$ cat config.mk
export PLATFORM = sky130hd
export DESIGN_NAME = fan_speed_ctrl
export DESIGN_NICKNAME = d
export VERILOG_FILES = /design/src/rtl/fan_speed_ctrl.sv
export SDC_FILE = /design/constraint.sdc
export NUM_CORES = 1
export LEC_CHECK = 0
export CAP_MARGIN = 10
export CORE_UTILIZATION = 65
export CTS_BUF_LIST = sky130_fd_sc_hd__clkbuf_4
export CTS_CLUSTER_SIZE = 40
export DETAILED_ROUTE_END_ITERATION = 6
export DONT_BUFFER_PORTS = 1
export GPL_TIMING_DRIVEN = 0
export PLACE_DENSITY = 0.92
export RECOVER_POWER = 50
export SYNTH_ARGS = -nofsm -noshare
export SYNTH_HDL_FRONTEND = slang
export SYNTH_SLANG_ARGS = --single-unit
$ cat constraint.sdc
create_clock -name clk -period 3.7 [get_ports clk]
set_clock_uncertainty 0.1 [all_clocks]
set_input_delay 0.925 -clock clk [delete_from_list [all_inputs] [get_ports clk]]
set_output_delay 0.925 -clock clk [all_outputs]
set_load 0.01 [all_outputs]
$ cat src/rtl/fan_speed_ctrl.sv
// fan_speed_ctrl: hysteretic 4-level fan controller with sticky over-temperature alarm,
// driving a flex counter's fan_speed/sign/rollover_val/seed from sampled temperature.
module fan_speed_ctrl #(
  parameter int         T_LOW      = 40,
  parameter int         T_MID      = 60,
  parameter int         T_HIGH     = 80,
  parameter int         HYST       = 4,
  parameter int         T_CRIT     = 100,
  parameter int         CRIT_COUNT = 3,
  parameter int         DWELL      = 4,
  parameter int         ROLL_VAL   = 50,
  parameter logic [3:0] SEED_INIT  = 4'h5
) (
  input  logic       clk,
  input  logic       rst,
  input  logic       enable,
  input  logic [6:0] temperature,
  input  logic       rollover_flag,
  output logic [1:0] fan_speed,
  output logic       sign,
  output logic [6:0] rollover_val,
  output logic [3:0] seed,
  output logic       alarm,
  output logic [2:0] state_dbg
);
  typedef enum logic [2:0] {LVL0 = 3'd0, LVL1 = 3'd1, LVL2 = 3'd2, LVL3 = 3'd3, ALARM = 3'd4} state_t;
  localparam int CMAX = DWELL > CRIT_COUNT ? DWELL : CRIT_COUNT;
  localparam int CW = $clog2(CMAX + 1);
  localparam logic [6:0] TU1 = 7'(T_LOW);
  localparam logic [6:0] TU2 = 7'(T_MID);
  localparam logic [6:0] TU3 = 7'(T_HIGH);
  localparam logic [6:0] TD1 = 7'(T_LOW - HYST);
  localparam logic [6:0] TD2 = 7'(T_MID - HYST);
  localparam logic [6:0] TD3 = 7'(T_HIGH - HYST);
  localparam logic [6:0] TC  = 7'(T_CRIT);
  localparam logic [6:0] RV  = 7'(ROLL_VAL);
  localparam logic [6:0] RVH = 7'(ROLL_VAL / 2);
  localparam logic [CW-1:0] CC  = CW'(CRIT_COUNT);
  localparam logic [CW-1:0] DW1 = CW'(DWELL - 1);
  state_t          state_q, state_d;
  logic [CW-1:0]   dwell_q, dwell_d, crit_q, crit_d;
  logic [3:0]      seed_q, seed_d;
  logic [1:0]      fan_q, fan_d, lvl;
  logic            sign_q, alarm_q, alarm_d;
  logic [6:0]      rv_q, rv_d, up_th, dn_th;
  always_comb begin
    state_d = state_q;
    dwell_d = dwell_q;
    crit_d  = crit_q;
    seed_d  = seed_q;
    lvl     = state_q[1:0];
    up_th   = lvl == 2'd0 ? TU1 : lvl == 2'd1 ? TU2 : TU3;
    dn_th   = lvl == 2'd1 ? TD1 : lvl == 2'd2 ? TD2 : TD3;
    if (!enable) begin
      dwell_d = '0;
      crit_d  = '0;
    end else if (rollover_flag) begin
      if (state_q == ALARM) begin
        dwell_d = '0;
        crit_d  = '0;
        if (temperature < TD3) state_d = LVL3;
      end else begin
        crit_d  = temperature >= TC ? (crit_q == CC ? crit_q : crit_q + 1'b1) : '0;
        dwell_d = '0;
        // alarm entry outranks step up, which outranks step down
        if (crit_d == CC) begin
          state_d = ALARM;
          seed_d  = seed_q + 4'd1;
        end else if (lvl != 2'd3 && temperature >= up_th) begin
          state_d = state_t'(state_q + 3'd1);
        end else if (lvl != 2'd0 && temperature < dn_th) begin
          if (dwell_q == DW1) state_d = state_t'(state_q - 3'd1);
          else dwell_d = dwell_q + 1'b1;
        end
      end
    end
    alarm_d = state_d == ALARM;
    fan_d   = alarm_d ? 2'd3 : state_d[1:0];
    rv_d    = alarm_d ? RVH : RV;
  end
  always_ff @(posedge clk or posedge rst) begin
    if (rst) begin
      state_q <= LVL0;
      dwell_q <= '0;
      crit_q  <= '0;
      seed_q  <= SEED_INIT;
      fan_q   <= 2'd0;
      sign_q  <= 1'b0;
      alarm_q <= 1'b0;
      rv_q    <= RV;
    end else begin
      state_q <= state_d;
      dwell_q <= dwell_d;
      crit_q  <= crit_d;
      seed_q  <= seed_d;
      fan_q   <= fan_d;
      sign_q  <= fan_d[1];
      alarm_q <= alarm_d;
      rv_q    <= rv_d;
    end
  end
  assign fan_speed    = fan_q;
  assign sign         = sign_q;
  assign alarm        = alarm_q;
  assign rollover_val = rv_q;
  assign seed         = seed_q;
  assign state_dbg    = state_q;
endmodule

* Word-level counts from Yosys, hierarchy flattened
Cells that the tools add are included.
** Storage, ports and cells
- Output and inout bits :: 18
- Bits of input ports :: 11
- Register bits after elaboration :: 23
** Operators by class
- $lt $le $gt $ge :: 4
- Bitwise logic cells :: 1
- Muxes and demuxes :: 26
- Reduce and logical (&&, ||, !) cells :: 5
- Equal/unequal tests :: 9
- Add/sub/neg operators :: 5
** Operator list (number)
- two-way mux 3 bit :: 20
- two-way mux 7 bit :: 4
- adder 3 x 1 -> 3 bit, second input constant :: 3
- == test 3 x 2 -> 1 bit, second input constant :: 3
- greater-or-equal comparator 7 bit :: 1
- greater-or-equal comparator 7 bit, second input constant :: 1
- < comparator 7 bit :: 1
- < comparator 7 bit, second input constant :: 1
- == test 3 bit, second input constant :: 2
- two-way mux 6 bit :: 1
- adder 4 x 1 -> 4 bit, second input constant :: 1
- AND reduction 4 bit :: 1
- subtractor 3 x 1 -> 3 bit, second input constant :: 1
- == test 2 x 1 -> 1 bit, second input constant :: 1
- == test 2 bit, second input constant :: 1
- logical AND 1 bit :: 2
- zero test 2 bit :: 1
- two-way mux 2 bit :: 1
- inequality test 2 x 1 -> 1 bit, second input constant :: 1
- inequality test 2 bit, second input constant :: 1
- nonzero test 2 bit :: 1
- inverter 1 bit :: 1

* Depth between registers and ports, before layout
- Depth in word-level cells :: 13
- Depth in mapped cells :: 10
- Mapped depth without buffers :: 10

* Worst setup path before layout
No wires, ideal clock.
- Kind :: input to register
- Start :: in temperature[2]
- End :: reg rv_q[1], in the netlist rollover_val[1]
- Path slack :: 0.524 ns
- Library setup time :: 0.088 ns
- Stages :: 9
- Buffers on the path :: 0
- Data required time :: 3.512 ns
- Arrival :: 2.988 ns
- Path through :: inv_1 > ha_1 > or3b_1 > a221oi_2 > o211ai_1 > a21o_1 > a31o_1 > a211o_1 > or3_1
** Between the ends
- Cells in the longest elaborated chain, start to end :: 10
- Elaborated cells on any way between the ends :: 17
** RTL lines
- start, declared :: line 17 : input logic [6:0] temperature,
- < comparator 7 bit :: line 71 : end else if (lvl != 2'd0 && temperature < dn_th) begin
- logical AND 1 bit :: line 71
- two-way mux 3 bit :: line 71
- two-way mux 3 bit :: line 69 : end else if (lvl != 2'd3 && temperature >= up_th) begin
- two-way mux 3 bit :: line 66 : if (crit_d == CC) begin
- two-way mux 3 bit * :: line 58 : if (state_q == ALARM) begin
- two-way mux 3 bit * :: line 57 : end else if (rollover_flag) begin
- two-way mux 3 bit * :: line 54 : if (!enable) begin
- net state_d[0] :: line 40 : state_t state_q, state_d;
- == test 3 bit * :: line 77 : alarm_d = state_d == ALARM;
- two-way mux 6 bit * :: line 79 : rv_d = alarm_d ? RVH : RV;
- net rv_d[1] :: line 45 : logic [6:0] rv_q, rv_d, up_th, dn_th;
- end signal, assigned :: line 99 : rv_q <= rv_d;
- end, declared :: line 45
Mark *: on every way through the listed nets, which the timed path passes. The rest lies on a longest branch.
A chain may end at the register's enable or synchronous reset.

* Worst setup path after layout
- Start :: reg state_q[1], in the netlist state_dbg[1]
- End :: reg rv_q[1], in the netlist rollover_val[1]
** Between the ends
- Cells in the longest elaborated chain, start to end :: 13
- Elaborated cells on any way between the ends :: 26
** RTL lines
- start, declared :: line 40
- start signal, assigned :: line 92 : state_q <= state_d;
- == test 2 bit :: line 53 : dn_th = lvl == 2'd1 ? TD1 : lvl == 2'd2 ? TD2 : TD3;
- two-way mux 7 bit (2 in series) :: line 53
- < comparator 7 bit :: line 71
- logical AND 1 bit :: line 71
- two-way mux 3 bit :: line 71
- two-way mux 3 bit :: line 69
- two-way mux 3 bit :: line 66
- two-way mux 3 bit * :: line 58
- two-way mux 3 bit * :: line 57
- two-way mux 3 bit * :: line 54
- net state_d[0] :: line 40
- == test 3 bit * :: line 77
- two-way mux 6 bit * :: line 79
- net rv_d[1] :: line 45
Marks and branches as above.

==> qor.csv <==
stage,metric,value,unit
synthesis,synth-xor-area-share,0.0423,
setup_path,start_kind,register,
setup_path,cp_slowest_cell,dfrtp_1,
sta,tightest_slew,0.632,ns
grt,grt_pass1_wl,4140,um
sta,rsz0062_at_grt,false,
synthesis,synth_edf_count,0,
job,maxCapViolCount,0,
synthesis,synth-adder-area-share,0.141,
setup_path,worstRegToRegCells,10,
setup_path,r2r_slack,0.37,ns
setup_path,required,3.83,ns
setup_path,slowest_delay,0.53,ns
clock_tree,post_cts_buffers,0,
worst_hold_path,hold_start,seed[2],
worst_hold_path,hold_path.class,register to register,
sta,finalCritPeriodShare,0.899,
setup_path,cp-end-kind,register,
synthesis,synth-main-ff-cell,dfrtp_1,
grt,antenna_found_initial,0,
die,dieArea,2090,um2
die,coreArea,1760,um2
routing,drc,0,
setup_path,r2r-end,rollover_val[1],
final_layout,nets,164,
synthesis,synth_compound_area_frac,0.191,
grt,grt_max_degree,18,
sta,setup-violations-final,0,
final_layout,nFillCells,141,
sta,relSlewSlack,0.578,
synthesis,avgSynthCellArea,9.34,um2
pwr,leakagePower,0.625,nW
die,die_h,45.7,um
synthesis,synth.area.mux_share,0.0171,
clock_tree,h-tree-depth,1,
setup_path,arrival,3.46,ns
synthesis,yosysWarnings,0,
setup_path,worst-setup-path-type,register to register,
final_layout,drive_gt1_frac,0.123,
synthesis,async_flop_share,1.00,
synthesis,synthCells,133,
run_status,outcome,"finished, final reports clean",
synthesis,yosysSeqAreaShare,0.345,
sta,finalCriticalPeriod,3.33,ns
setup_path,crit_path_start,state_dbg[1],
setup_path,worstPathMaxFanout,8,
clock_tree,cts_hold_buffers,0,
final_layout,stdcell_count,163,
clock_tree,cts_tree,built,
worst_hold_path,holdPathEnd,seed[2],
place,placed_cell_area,1280,um2
sta,holdWs,0.430,ns
die,dieWidth,45.7,um
final_layout,area.growth.synth_to_final,5.04,%
clock_tree,clk_root_buffer_cell,clkbuf_4,
worst_hold_path,hold_depth,1,
grt,grt_usage,0.285,
clock_tree,cts.sinks,17,
routing,drtAntennaViolNets,0,
pwr,power_density,553,nW/um2
setup_path,r2r-start,state_dbg[1],
routing,viasPerCell,6.12,
grt,global_route.overflow_total,0,
final_layout,antenna_cells,0,
routing,drtIter0Drc,33,
pwr,irDropWorstVdd,0.313,mV
sta,setup_tns,0,ns
sta,hold_viol,0,
synthesis,yosys.area_share.simple,0.190,
place,place_hpwl,1990,um
routing,firstDrtPassIters,4,
die,rows,15,
clock_tree,numCtsBuffers,3,
setup_path,crit_top_cell,ha_1,
synthesis,synth_top_family_by_area,compound AO/OA/AOI/OAI gates,
pwr,power.total,0.000721,W
synthesis,syn_area,1240,um2
clock_tree,clock_latency,0.30,ns
final_layout,postLayoutCellArea,1310,um2
synthesis,ys_seq_elements,17,
setup_path,critical_path_buf_inv_count,1,
setup_path,crit_chain,inv_1 -> ha_1 -> ha_1 -> or3b_1 -> a221oi_2 -> o211ai_1 -> a21o_1 -> a31o_1 -> a211o_1 -> or3_1,
die,ios,29,
die,initial_core_util,0.704,
routing,wl_per_cell,15.2,um
routing,wl,2470,um
routing,vias,998,
grt,grt_pass1_vias,1005,
clock_tree,clockBufferDepth,2,
clock_tree,ctsResizeCount,0,
place,port_buffers,0,
place,place.gp.congestion,0.809,
place,place_inst,159,
clock_tree,clk_pin_slew_worst_paths,0.09,ns
setup_path,crit_family,compound AO/OA/AOI/OAI gates,
sta,fmax,301,MHz
synthesis,ys_types,42,
sta,slew_viol_final,0,
[layout by cell type, fill, tap and decap left out, types with 2 or more instances in the layout]
master / netlist / layout
a2111oi_0: 2 / 2
o21bai_1: 3 / 3
nand4_1: 5 / 5
buf_4: 7 / 7
xnor2_1: 4 / 4
nor3b_1: 2 / 2
ha_1: 14 / 14
clkbuf_4: 0 / 3
a211o_1: 2 / 2
nand2b_1: 3 / 3
nand2_1: 12 / 12
dfrtp_1: 14 / 14
conb_1: 2 / 3
xor2_1: 2 / 2
nor2b_1: 2 / 2
a31oi_1: 3 / 3
nor3_1: 3 / 3
o211ai_1: 3 / 3
inv_1: 7 / 7
nor2_1: 8 / 8
dfstp_2: 3 / 3
a21oi_1: 2 / 2
a21o_1: 3 / 3
or3_1: 2 / 2
o21ai_0: 6 / 6
nand3_1: 2 / 2
[worst reg2reg max path: stages (launching register included)]
cell and delay, ns:
dfrtp_1 0.53, inv_1 0.16, ha_1 0.24, ha_1 0.28, or3b_1 0.36, a221oi_2 0.27, o211ai_1 0.13, a21o_1 0.25
a31o_1 0.21, a211o_1 0.35, or3_1 0.38
[layer usage]
| metal | share of wire | GRT usage | vias up |
|---|---|---|---|
| li1 | - | - | 487 |
| met1 | 0.41 | 0.324 | 468 |
| met2 | 0.52 | 0.497 | 32 |
| met3 | 0.047 | 0.0794 | 11 |
| met4 | 0.022 | 0.118 | 0 |
| met5 | 0 | 0 | - |
[synth_stat cells, types with 2 or more instances]
master     number  area (um2)
o21ai_0         6        30.0
nand3_1         2        10.0
xnor2_1         4        35.0
a21oi_1         2        10.0
inv_1           7        26.3
a211o_1         2        17.5
dfstp_2         3        78.8
nand2b_1        3        18.8
nand4_1         5        31.3
nand2_1        12        45.0
or3_1           2        12.5
o211ai_1        3        22.5
dfrtp_1        14         350
ha_1           14         175
a2111oi_0       2        17.5
nor3b_1         2        15.0
nor2_1          8        30.0
nor3_1          3        15.0
conb_1          2        7.51
nor2b_1         2        12.5
xor2_1          2        17.5
a21o_1          3        22.5
o21bai_1        3        22.5
buf_4           7        52.6
a31oi_1         3        18.8
[power by group]
part           total (W)  switching (W)  internal (W)
registers       0.000270      0.0000495      0.000220
logic           0.000353       0.000197      0.000156
clock network  0.0000980      0.0000576     0.0000404
total           0.000721       0.000304      0.000417
[how the worst max path moves through the flow]
stage                            to  cells after the start
finish              rollover_val[1]                     10
global route        rollover_val[1]                     10
CTS                 rollover_val[1]                     10
detailed placement  rollover_val[1]                      9
global placement    rollover_val[1]                      9
floorplan           rollover_val[1]                      9
[registers in the layout, summed over array words and instances, names as in the netlist]
| name | count |
|---|---|
| seed | 4 |
| crit_q | 3 |
| dwell_q | 3 |
| state_dbg | 3 |
| fan_speed | 2 |
| rollover_val | 2 |
[final cells by class]
type / instances / area, um2 / area share
Buffer: 8 / 56.3 / 0.0431
Clock buffer: 3 / 22.5 / 0.0173
Clock inverter: 1 / 5.00 / 0.00384
Inverter: 7 / 26.3 / 0.0201
Multi-Input combinational cell: 102 / 734 / 0.563
Sequential cell: 17 / 429 / 0.329
Tap cell: 25 / 31.3 / 0.0240
[kinds of logic after synthesis]
logic type / count (synthesis)
simple gates: 45
compound gates: 32
flops: 17
buf+inv: 15
fa+ha+maj: 14
xor+xnor: 6
other cells: 2
mux: 2
[metrics by stage]
| stage | util | setup WS, ns |
|---|---|---|
| finish | 0.740 | 0.373 |
| global route | 0.740 | 0.178 |
| CTS | 0.740 | 0.361 |
| detailed placement | 0.724 | 0.344 |
| global placement | 0.724 | 0.403 |
| floorplan | - | 0.524 |
Note: power is estimated with default switching activity, not from simulation.
==> RTL edit 1, RTL diff (same settings) <==
Reset style: synchronous (`rst`), changed in one clocked block.
--- a/src/rtl/fan_speed_ctrl.sv
+++ b/src/rtl/fan_speed_ctrl.sv
@@ -78,7 +78,7 @@
     fan_d   = alarm_d ? 2'd3 : state_d[1:0];
     rv_d    = alarm_d ? RVH : RV;
   end
-  always_ff @(posedge clk or posedge rst) begin
+  always_ff @(posedge clk) begin
     if (rst) begin
       state_q <= LVL0;
       dwell_q <= '0;
Function: differs if rst is asserted again (counterexample within 4 cycles, from zero or initial values and one cycle with rst high); with rst held inactive, the same outputs for 10 cycles.
==> RTL edit 1 against the unedited design <==
Setup slack got worse by 0.053 ns. Routed wire length is 5.7% higher. Fmax down 1.6%. Cell count increased by 7.4%. Critical path type unchanged. Synthesized area increased by 2.0%. Sequential share of layout area is 7.0 points lower. Cell area grew 0.77%. Core utilization decreased by 0.22 points. Sequential cell count unchanged. Via count increased by 11%. Synthesized cell count rose by 9.0%.
Power is not compared: it rests on default switching activity, and its combinational part moved more than twofold at a synthesized area within 25%.
==> RTL edit 1: results (changes against the unedited design) <==
run_status:
  status: "completed"  # unchanged
synth:
  ys_seq_area_share_pct: 26.85  # was 34.54%
  synthTopCellsByArea: "dfxtp_1, ha_1, buf_4"  # was dfrtp_1, ha_1, dfstp_2
  netlist_top_cells_count: "dfxtp_1, ha_1, a21oi_1"  # was dfrtp_1, ha_1, nand2_1
  synth_cell_types: 48  # was 42
  synth_top_flop_cell: "dfxtp_1"  # was dfrtp_1
  ys_async_sr_fraction_pct: 0  # was 100.0%
setup_path:
  cp_top_family: "simple AND/OR/NAND/NOR gates"  # was compound AO/OA/AOI/OAI gates
  slowest_stage: "dfxtp_1"  # was dfrtp_1
  crit_fanout: 9  # was 8
global_route:
  grt_max_degree: 11  # was 18
  grt_util_all_layers_pct: 27.58  # was 28.45%
  grt_pass1_wl_mm: 4.222  # was 4.140 mm
  grt_pass1_vias: 1041  # was 1005
cells_and_area:
  fin_nets: 176  # was 164
  layout-drive-gt1-share_pct: 12.67  # was 12.32%
  num-fill-cells: 132  # was 141
routing:
  wirelength_mm: 2.614  # was 2.473 mm
  firstDrtPassIters: 4  # unchanged
  viasPerCell: 6.314  # was 6.123
  drt_iter0_markers: 41  # was 33
timing:
  worstMarginPinSlew_ns: 0.9266  # was 0.6319 ns
placed_design:
  dp_slack_ns: 0.3553  # was 0.3439 ns
  gp_congestion: 0.8142  # was 0.8094
  placed_cell_area_mm2: 0.001303  # was 0.001277 mm²
  hpwl_mm: 2.146  # was 1.995 mm
==> RTL edit 1: final timing paths <==
check,startpoint,to,slack [ns],depth (start not counted)
max,state_dbg[0],state_dbg[0],0.32,12
min,dwell_q[0],dwell_q[0],0.39,2
max reg2reg,state_dbg[0],state_dbg[0],0.32,12
min reg2reg,dwell_q[0],dwell_q[0],0.39,2
==> RTL edit 1: routing by layer <==
layer,routed length [µm],GRT usage [%],vias to the layer above
li1,-,-,530
met5,0,0,-
met3,149,5.098,4
met4,35,10.59,0
met2,1430,52.68,48
met1,999,29.18,523
==> RTL edit 1: where the power goes <==
| part | internal [µW] | switching (µW) | total [µW] |
|---|---|---|---|
| Clock | 40.2 | 54.6 | 94.7 |
| Sequential | 187 | 7.32 | 195 |
| Combinational | 53.9 | 76.0 | 130 |
| Total | 281 | 138 | 419 |
==> RTL edit 1: cells by family after synthesis <==
logic type / count (synthesis) / share of synthesized area [%]
AOI/OAI and AO/OA: 37 / 22.61
xor gates and xnor gates: 5 / 3.456
adders and majority gates: 14 / 13.82
buffers and inverters: 19 / 8.094
DFF: 17 / 26.85
other: 2 / 0.5925
muxes: 4 / 3.258
and+or+nand+nor: 47 / 21.32
==> RTL edit 1: layout make-up <==
cell class	count	area [µm²]	area share [%]
multi-input combinational	110	828.3	62.99
sequential	17	340.3	25.88
buffer	10	53.80	4.091
inverter	9	33.78	2.569
tap	25	31.28	2.379
clock buffer	3	22.52	1.713
clock inverter	1	5.005	0.3806
==> RTL edit 1: per-stage QoR <==
step / total power (µW) / instances
final: 419.4 / 175
after floorplan: 303.8 / 146
after global placement: 318.2 / 171
after detailed placement: 326.3 / 171
after CTS: 422.5 / 175
after global routing: 444.5 / 175
==> RTL edit 1: worst register-to-register path, cell delays in order (launching register included) <==
cell	delay, ns
dfxtp_1	0.53
inv_1	0.15
ha_1	0.21
buf_2	0.18
or2_2	0.29
ha_1	0.31
nor4b_2	0.18
o221ai_1	0.25
o211ai_2	0.15
a21oi_1	0.23
mux2i_1	0.35
nor2b_1	0.27
nor2_1	0.06
==> RTL edit 2, RTL diff (same settings) <==
Without the edit above. The parameter `DWELL` goes from 4 to 2.
--- a/src/rtl/fan_speed_ctrl.sv
+++ b/src/rtl/fan_speed_ctrl.sv
@@ -7,7 +7,7 @@
   parameter int         HYST       = 4,
   parameter int         T_CRIT     = 100,
   parameter int         CRIT_COUNT = 3,
-  parameter int         DWELL      = 4,
+  parameter int         DWELL      = 2,
   parameter int         ROLL_VAL   = 50,
   parameter logic [3:0] SEED_INIT  = 4'h5
 ) (
Function: changed (Yosys sat finds a counterexample within 4 cycles, from zero or initial values and one cycle with rst high).
==> RTL edit 2 against the unedited design <==
The flow now finishes with violations (design-rule violations). Power grew 7.9%. Sequential cell count decreased by 2. Worst hold slack worse by 0.011 ns. Routed wire length down 6.1%. Combinational power up 30%. Synthesized cell count fell by 6.8%. Cell area shrank 6.3%. Highest routed layer unchanged. Sequential share of layout area down 1.9 points. Setup slack got worse by 0.11 ns. Largest power group unchanged. Synthesized area fell by 6.5%. First-iteration DRC count shrank 27%. Critical endpoint is now fan_speed[1].
==> RTL edit 2: results (changes against the unedited design) <==
synth:
  yosysWarnings: 0  # unchanged
  synth_cell_types: 44  # was 42
  synthTopCellsByArea: "dfrtp_1, ha_1, dfstp_2"  # unchanged
  synth_top_flop_cell: "dfrtp_1"  # unchanged
  netlist_top_cells_count: "dfrtp_1, ha_1, nand2_1"  # unchanged
  synth_fa_ha_area_share_pct: 12.93  # was 14.10%
  synthMuxAreaShare_pct: 1.940  # was 1.712%
  synth-xor-area-share_pct: 3.772  # was 4.230%
  ys_async_sr_fraction_pct: 100.0  # unchanged
  synth-compound-area-share_pct: 21.23  # was 19.13%
  ys_seq_area_share_pct: 32.65  # was 34.54%
clock_network:
  cts_root_buf: "clkbuf_4"  # unchanged
  cts_htree_levels: 1  # unchanged
  cts_buffer_depth: 2  # unchanged
  clock_latency_ns: 0.28  # was 0.30 ns
  cts_buffers: 3  # unchanged
  clk_pin_slew_ns: 0.09  # about the same
setup_path:
  rrSetupSlack_ns: 0.26  # was 0.37 ns
  slowest_delay_ns: 0.51  # was 0.53 ns
  cp_top_family: "simple AND/OR/NAND/NOR gates"  # was compound AO/OA/AOI/OAI gates
  critical_path_arrival_ns: 3.51  # was 3.46 ns
global_route:
  grt_util_all_layers_pct: 27.05  # was 28.45%
  grt_pass1_wl_mm: 3.912  # was 4.140 mm
  grt_pass1_vias: 918  # was 1005
  grt_max_degree: 16  # was 18
routing:
  firstDrtPassIters: 6  # was 4
  viasPerCell: 6.301  # was 6.123
  drt_iter0_markers: 24  # was 33
  wirelength_mm: 2.322  # was 2.473 mm
  drc: 1  # was 0
placed_design:
  hpwl_mm: 1.820  # was 1.995 mm
  placed_cell_area_mm2: 0.001195  # was 0.001277 mm²
  port_buffers: 0  # unchanged
  gp_congestion: 0.8429  # was 0.8094
  dp_slack_ns: 0.2882  # was 0.3439 ns
pwr:
  ir_drop_uv: 414.0  # was 313.3 µV
  p_leak_uw: 0.0005485  # was 0.0006250 µW
run_status:
  status: "finished, violations left"  # was completed
  violations: "design-rule violations"
cells_and_area:
  layout-drive-gt1-share_pct: 18.60  # was 12.32%
  diodes: 0  # unchanged
  fin_nets: 153  # was 164
timing:
  maxSlewHeadroom_pct: 63.21  # was 57.83%
  period_minus_slack_ns: 3.438  # was 3.327 ns
  hold_viol_final: 0  # unchanged
RTL edit 2: logic make-up after synthesis:
logic type      after synthesis
compound gates               31
flops                        15
buf+inv                      15
other cells                   2
fa+ha+maj                    12
mux                           2
simple gates                 42
xor+xnor                      5
RTL edit 2: metal layers:
layer	GRT usage [%]	part of all wire [%]
met5	0	0
met4	8.485	1.8
met3	10.20	8.3
met2	45.59	50
met1	31.85	40
RTL edit 2: worst register-to-register path, stage by stage (launching register included):
cell	delay (ns)
dfrtp_1	0.51
inv_1	0.17
ha_1	0.30
or2_2	0.32
ha_1	0.31
or4b_4	0.48
a22oi_2	0.18
a211oi_1	0.12
or2_1	0.30
and3_1	0.19
or3_1	0.36
RTL edit 2: per-stage QoR:
stage | instances | hold WS (ns) | total power (µW)
after floorplan | 125 | 0.3623 | 596.5
after global placement | 149 | 0.3725 | 653.2
after detailed placement | 149 | 0.3940 | 682.5
after CTS | 153 | 0.4135 | 775.2
after global routing | 153 | 0.4430 | 843.4
final | 153 | 0.4182 | 777.9
RTL edit 2: final timing paths:
path	startpoint	to	cells past startpoint
max	state_dbg[1]	fan_speed[1]	10
min	dwell_q[0]	dwell_q[0]	1
max reg2reg	state_dbg[1]	fan_speed[1]	10
min reg2reg	dwell_q[0]	dwell_q[0]	1
max in group asynchronous	rst	seed[0]	1
min in group asynchronous	rst	rollover_val[3]	1
RTL edit 2: power by group:
group          internal [µW]  switching [µW]
logic                    199             258
registers                189            39.3
clock network           40.1            51.5
RTL edit 2: layout make-up:
| type | instances | area, µm² |
|---|---|---|
| inverters | 8 | 30.03 |
| clock inverters | 1 | 5.005 |
| flip-flops and latches | 15 | 379.1 |
| well taps | 24 | 30.03 |
| clock buffers | 3 | 22.52 |
| multi-input cells | 95 | 703.2 |
| plain buffers | 7 | 52.55 |
| fillers | 112 | 371.6 |
